[src/rtl/ne_addrgen_pkg.sv]
// Shared types and helpers for the multi-layer LDPC SISO address generator.
package ne_addrgen_pkg;

  typedef enum logic [1:0] {
    S_INIT  = 2'd0,
    S_SWEEP = 2'd1,
    S_WAIT  = 2'd2
  } ag_state_e;

  localparam int ROWWIDTH_D       = 5;
  localparam int LYRWIDTH_D       = 1;
  localparam int PIPECOUNTWIDTH_D = 4;
  localparam int ITRWIDTH_D       = 4;

  // Number of RCUs still carrying valid rows at the final address of a layer.
  function automatic int p_last(input int z, input int p, input int rowdepth);
    return z - p * (rowdepth - 1);
  endfunction

endpackage

[src/rtl/ne_rowmask.sv]
// Per-RCU row-valid mask: all lanes follow rd, except lanes >= P_LAST at the last row.
module ne_rowmask #(
  parameter int P      = 26,
  parameter int P_LAST = 17
) (
  input  logic         rd,
  input  logic         last_row,
  output logic [P-1:0] mask
);

  for (genvar i = 0; i < P; i++) begin : g_lane
    if (i < P_LAST) begin : g_full
      assign mask[i] = rd;
    end else begin : g_part
      assign mask[i] = rd & ~last_row;
    end
  end

endmodule

[src/rtl/ne_addrgen_multilyr.sv]
// Layered LDPC SISO address generator over NLAYERS layers per iteration.
// Define AG_EARLY_TERM_EN to stop on parity_ok at the end of each iteration.
module ne_addrgen_multilyr
  import ne_addrgen_pkg::*;
#(
  parameter int Z              = 511,
  parameter int P              = 26,
  parameter int ROWDEPTH       = 20,
  parameter int P_LAST         = p_last(Z, P, ROWDEPTH),
  parameter int NLAYERS        = 2,
  parameter int PIPESTAGES     = 9,
  parameter int MAXITRS        = 10,
  parameter int ROWWIDTH       = ROWWIDTH_D,
  parameter int LYRWIDTH       = LYRWIDTH_D,
  parameter int PIPECOUNTWIDTH = PIPECOUNTWIDTH_D,
  parameter int ITRWIDTH       = ITRWIDTH_D
) (
  input  logic                clk,
  input  logic                rst,
  input  logic                loaden,
  input  logic                start,
  input  logic [ITRWIDTH-1:0] max_itr,
  input  logic                parity_ok,
  output logic                SISOready,
  output logic                busy,
  output logic                firstprocessing_indicate,
  output logic [LYRWIDTH-1:0] LYRindex,
  output logic [ROWWIDTH-1:0] rowaddress,
  output logic                rd_L,
  output logic [P-1:0]        rd_E,
  output logic [P-1:0]        rcu_en,
  output logic [ITRWIDTH-1:0] itr_out,
  output logic                et_flag
);

  localparam logic [ROWWIDTH-1:0]       ROW_LAST  = ROWWIDTH'(ROWDEPTH - 1);
  localparam logic [LYRWIDTH-1:0]       LYR_LAST  = LYRWIDTH'(NLAYERS - 1);
  localparam logic [PIPECOUNTWIDTH-1:0] PIPE_LAST = PIPECOUNTWIDTH'(PIPESTAGES - 1);

  ag_state_e                 state, state_n;
  logic [ROWWIDTH-1:0]       count, count_n;
  logic [LYRWIDTH-1:0]       lyr, lyr_n;
  logic [PIPECOUNTWIDTH-1:0] pcnt, pcnt_n;
  logic [ITRWIDTH-1:0]       itr, itr_n;
  logic [ITRWIDTH-1:0]       eff_max, eff_max_n;
  logic                      rd, rd_n;
  logic                      sready, sready_n;
  logic                      et, et_n;
  logic                      early_term;
  logic [ITRWIDTH-1:0]       cap;
  logic                      more_itrs;
  logic                      last_row;
  logic [P-1:0]              mask;

`ifdef AG_EARLY_TERM_EN
  assign early_term = parity_ok;
`else
  logic unused_parity_ok;
  assign unused_parity_ok = parity_ok;
  assign early_term       = 1'b0;
`endif

  // Zero or out-of-range caps fall back to the hard ceiling.
  assign cap = (max_itr == '0 || int'(max_itr) > MAXITRS) ? ITRWIDTH'(MAXITRS) : max_itr;
  assign more_itrs = ({1'b0, itr} + 1'b1) < {1'b0, eff_max};

  always_ff @(posedge clk or negedge rst) begin
    if (!rst) begin
      state   <= S_INIT;
      count   <= '0;
      lyr     <= '0;
      pcnt    <= '0;
      itr     <= '0;
      eff_max <= '0;
      rd      <= 1'b0;
      sready  <= 1'b0;
      et      <= 1'b0;
    end else begin
      state   <= state_n;
      count   <= count_n;
      lyr     <= lyr_n;
      pcnt    <= pcnt_n;
      itr     <= itr_n;
      eff_max <= eff_max_n;
      rd      <= rd_n;
      sready  <= sready_n;
      et      <= et_n;
    end
  end

  always_comb begin
    state_n   = state;
    count_n   = count;
    lyr_n     = lyr;
    pcnt_n    = pcnt;
    itr_n     = itr;
    eff_max_n = eff_max;
    rd_n      = rd;
    sready_n  = sready;
    et_n      = et;
    if (loaden) begin
      state_n   = S_INIT;
      count_n   = '0;
      lyr_n     = '0;
      pcnt_n    = '0;
      itr_n     = '0;
      eff_max_n = '0;
      rd_n      = 1'b0;
      sready_n  = 1'b0;
      et_n      = 1'b0;
    end else begin
      case (state)
        S_INIT: begin
          if (start) begin
            state_n   = S_SWEEP;
            count_n   = '0;
            lyr_n     = '0;
            pcnt_n    = '0;
            itr_n     = '0;
            eff_max_n = cap;
            rd_n      = 1'b1;
            sready_n  = 1'b0;
            et_n      = 1'b0;
          end
        end
        S_SWEEP: begin
          rd_n = 1'b1;
          if (count == ROW_LAST) begin
            state_n = S_WAIT;
            rd_n    = 1'b0;
            pcnt_n  = '0;
          end else begin
            count_n = count + 1'b1;
          end
        end
        S_WAIT: begin
          rd_n = 1'b0;
          if (pcnt == PIPE_LAST) begin
            if (lyr != LYR_LAST) begin
              state_n = S_SWEEP;
              lyr_n   = lyr + 1'b1;
              count_n = '0;
              rd_n    = 1'b1;
            end else if (more_itrs && !early_term) begin
              state_n = S_SWEEP;
              itr_n   = itr + 1'b1;
              lyr_n   = '0;
              count_n = '0;
              rd_n    = 1'b1;
            end else begin
              state_n  = S_INIT;
              sready_n = 1'b1;
              et_n     = early_term;
            end
          end else begin
            pcnt_n = pcnt + 1'b1;
          end
        end
        default: begin
          state_n   = S_INIT;
          count_n   = '0;
          lyr_n     = '0;
          pcnt_n    = '0;
          itr_n     = '0;
          eff_max_n = '0;
          rd_n      = 1'b0;
          sready_n  = 1'b0;
          et_n      = 1'b0;
        end
      endcase
    end
  end

  assign last_row = (count == ROW_LAST);

  ne_rowmask #(.P(P), .P_LAST(P_LAST)) u_rowmask (
    .rd       (rd),
    .last_row (last_row),
    .mask     (mask)
  );

  assign busy                     = (state != S_INIT);
  assign firstprocessing_indicate = busy & (itr == '0) & (lyr == '0);
  assign LYRindex                 = lyr;
  assign rowaddress               = count;
  assign rd_L                     = rd;
  assign rcu_en                   = mask;
  // First iteration has no extrinsic history yet, so E memory stays idle.
  assign rd_E                     = (itr == '0) ? '0 : mask;
  assign itr_out                  = itr;
  assign SISOready                = sready;
  assign et_flag                  = et;

endmodule

[config.mk]
export PLATFORM = sky130hd
export DESIGN_NAME = ne_addrgen_multilyr
export DESIGN_NICKNAME = d
export VERILOG_FILES = /design/src/rtl/ne_addrgen_pkg.sv /design/src/rtl/ne_rowmask.sv /design/src/rtl/ne_addrgen_multilyr.sv
export SDC_FILE = /design/constraint.sdc
export NUM_CORES = 1
export LEC_CHECK = 0
export ABC_CLOCK_PERIOD_IN_PS = 2800
export BUFFER_PORTS_ARGS = -buffer_cell sky130_fd_sc_hd__buf_2
export CORE_MARGIN = 2
export CORE_UTILIZATION = 45
export DETAILED_ROUTE_END_ITERATION = 6
export MAX_ROUTING_LAYER = met4
export PLACE_DENSITY_LB_ADDON = 0.3
export SYNTH_ARGS = -nofsm -noshare
export SYNTH_HDL_FRONTEND = slang
export SYNTH_SLANG_ARGS = --single-unit
export TNS_END_PERCENT = 1
[constraint.sdc]
create_clock -name clk -period 2.8 [get_ports clk]
set_clock_uncertainty 0.1 [all_clocks]
set_input_delay 0.42 -clock clk [delete_from_list [all_inputs] [get_ports clk]]
set_output_delay 0.42 -clock clk [all_outputs]
set_load 0.005 [all_outputs]
==> metrics.md <==
| Metric | Value |
|---|---|
| Data required, critical path | 2.85 ns |
| Initial Utilization | 0.467 |
| Worst slew margin | 0.587 |
| Min-Delay Path Class | input pin to asynchronous set/reset pin |
| Global Route Usage Sum | 0.167 |
| Synth top area cells | dfrtp_1, buf_4, ha_1 |
| Post-Synth Simple-Gate Area | 0.156 |
| Largest net degree at the start of global routing | 23 |
| Compound-Gate Fraction of Synth Area | 0.204 |
| IO Pins | 76 |
| Met1 GRT Util | 0.206 |
| Final Critical Period | 2.42 ns |
| Yosys top cell area share | 0.297 |
| R2R depth | 8 |
| # resized after CTS | 0 |
| Crit path buf inv count | 1 |
| Layout Utilization | 0.487 |
| Final Max Tran Viols | 0 |
| FF-to-FF setup slack | 0.38 ns |
| CORE AREA | 3970 um2 |
| Pre-CTS setup slack | 0.378 ns |
| Synthesized instance count | 209 |
| Count leader, synth | buf_4 |
| Outcome | completed |
| Final net count | 256 |
| WL final | 3.66 mm |
| CP Cell Sequence | inv_1 -> ha_1 -> ha_1 -> a21boi_0 -> o211ai_1 -> and3_1 -> a21oi_1 -> a211o_1 |
| Most used routing layer in global routing | met2 |
| Worst hold margin | 0.0158 ns |
| Initial DRC Count | 41 |
| Main combinational cell family by area after synthesis | buffers and inverters |
| Family with the most delay on the worst path | compound AO/OA/AOI/OAI gates |
| Die footprint | 4650 um2 |
| Static Leak | 1.08 nW |
| Via density | 5.28 |
| Multi-input combinational cell area | 861 um2 |
| Syn nets | 230 |
| Critical Path Slowest Stage Cell | dfrtp_1 |
| Synth Register Bits | 22 |
| Mapped Area | 1860 um2 |
| Post-synthesis mux area share | 0.0115 |
| R2r startpoint | itr_out[0] |
| GRT overflow | 0 |
| Fin crit share | 0.864 |
| Post-CTS setup buffer count | 0 |
| Pwr dens | 687 nW/um2 |
| Post-synthesis average cell area | 8.88 um2 |
| Worst-Skew Late Latency | 0.26 ns |
| Unrepaired setup endpoints after global routing | no |
| Fmax | 413 MHz |
| Placement Rows | 23 |
| FF+latch area | 551 um2 |
| Fillers | 381 |
| Worst-margin pin slew | 0.614 ns |
| Final setup viols | 0 |
| Synth async-reset ratio | 1.00 |
| XOR/XNOR Fraction of Synth Area | 0.00944 |
| Diodes inserted | 0 |
| Top cell type by total area after synthesis | dfrtp_1 |
| DRT Pass-1 Iters | 4 |
| Fin. Hold Viols | 0 |
| CTS tree | built |
| WL/cell | 12.9 um |
| Most frequent cells after synthesis | buf_4, dfrtp_1, a21oi_1, nand2_1 |
| Top_reg_cell synth | dfrtp_1 |
| Cell variety after synth | 49 |
| R2R Path End | itr_out[2] |
| Clock buffer count from CTS | 3 |
| Number of global-route vias before repair | 1239 |
| Vias | 1495 |
| Global-route wire length before repair | 5.63 mm |
| Post-DP HPWL | 2.79 mm |
| Post-synthesis sequential area ratio | 0.297 |
| GR met3 Demand/Resource | 0.0214 |
| Fin worst setup slack | 0.381 ns |
| Crit path DAT | 2.47 ns |
| Crit start category | flip-flop |
| TNS Setup | 0 ns |
| Post-CTS Hold Buffers | 0 |
| Endpoint type of the worst setup path | flip-flop |
| Share of layout cells above drive strength 1 | 0.378 |
| DIE WIDTH | 68.2 um |
| CTS Sinks | 22 |
| Max Root-Sink Buffers | 2 |
| CP Class | flip-flop to flip-flop |
| Post-Synth Adder-Cell Area | 0.0809 |
| Area Growth Syn to Fin | 4.18% |
| Reg clk slew, reported paths | 0.08 ns |
| CP dominant cell by count | ha_1 |
| MaxCap Viol Count | 0 |
| PortBufs | 73 |
| Final ANT Viol Nets | 0 |
| H-Tree Depth | 1 |
| Clock Tree Root | clkbuf_8 |
| Gpl congestion | 0.784 |
| Maximum vdd drop | 0.386 mV |
| Critical Path Fanout Max | 7 |
| Yosys warnings | 0 |
| Initial antenna violation count | 0 |
| Die Y | 68.2 um |
| Slowest Stage Delay on Critical Path | 0.43 ns |
| DRC | 0 |
| Met2 Usage GRT | 0.271 |
| Post-synth EDFFs | 0 |
==> flip-flops by register name (all words and copies together), names as in the netlist <==
name and count:
itr_out 4, LYRindex 1, pcnt 4, rowaddress 5, eff_max 4, rd_L 1
state 2, SISOready 1
==> logic make-up after synthesis <==
kind of cell / after synthesis
buf+inv: 65
simple gates: 53
compound gates: 52
flops: 22
fa+ha+maj: 12
xor+xnor: 2
mux: 2
other cells: 1
==> worst max-delay path by stage <==
stage               start             to  cells after the start
6_report       itr_out[0]     itr_out[2]                      8
5_1_grt        itr_out[0]  rowaddress[0]                      8
4_1_cts        itr_out[0]     itr_out[2]                      8
3_5_place_dp   itr_out[0]     itr_out[2]                      8
3_3_place_gp   itr_out[0]     itr_out[2]                      8
2_1_floorplan  itr_out[0]  rowaddress[0]                      8
==> metal layers <==
metal | routed length [um] | vias to the layer above
met5 | 0 | -
met4 | 63 | 0
met3 | 278 | 7
met2 | 1730 | 70
met1 | 1590 | 677
li1 | - | 741
==> layout make-up <==
| cell class | instances | area share |
|---|---|---|
| repair buffers | 74 | 0.193 |
| inverters | 12 | 0.0233 |
| clock buffers | 3 | 0.0214 |
| flip-flops and latches | 22 | 0.285 |
| multi-input cells | 122 | 0.445 |
| well taps | 50 | 0.0324 |
==> power breakdown <==
group / switching, mW / total (mW) / internal, mW
sequential: 0.0600 / 0.424 / 0.364
combinational: 0.395 / 0.708 / 0.314
clock: 0.0998 / 0.196 / 0.0960
==> layout by cell type, fill, tap and decap left out, types with 2 or more instances in the layout <==
master    synthesis  final
buf_2             1     73
dfrtp_1          22     22
nand2_1          13     13
a21oi_1          13     13
inv_1            12     12
ha_1             12     12
nor2_1           10     10
o21ai_0           7      7
nand3_1           5      5
nor3_1            5      5
o31ai_1           5      5
o21ai_1           5      5
and3_1            3      3
clkbuf_8          0      3
and2_1            2      2
a21o_1            2      2
nand3b_1          2      2
nor2b_1           2      2
a211oi_2          2      2
nand2b_1          2      2
o21ai_2           2      2
nand4_1           2      2
a41oi_1           2      2
a32o_1            2      2
==> per-stage QoR <==
| step | area [um2] | power (mW) | std cells |
|---|---|---|---|
| 2_1_floorplan | 1860 | 1.06 | 209 |
| 3_3_place_gp | 1890 | 1.14 | 280 |
| 3_5_place_dp | 1890 | 1.15 | 280 |
| 4_1_cts | 1930 | 1.35 | 283 |
| 5_1_grt | 1930 | 1.46 | 283 |
| 6_report | 1930 | 1.33 | 283 |
(Power assumes the default switching activity.)
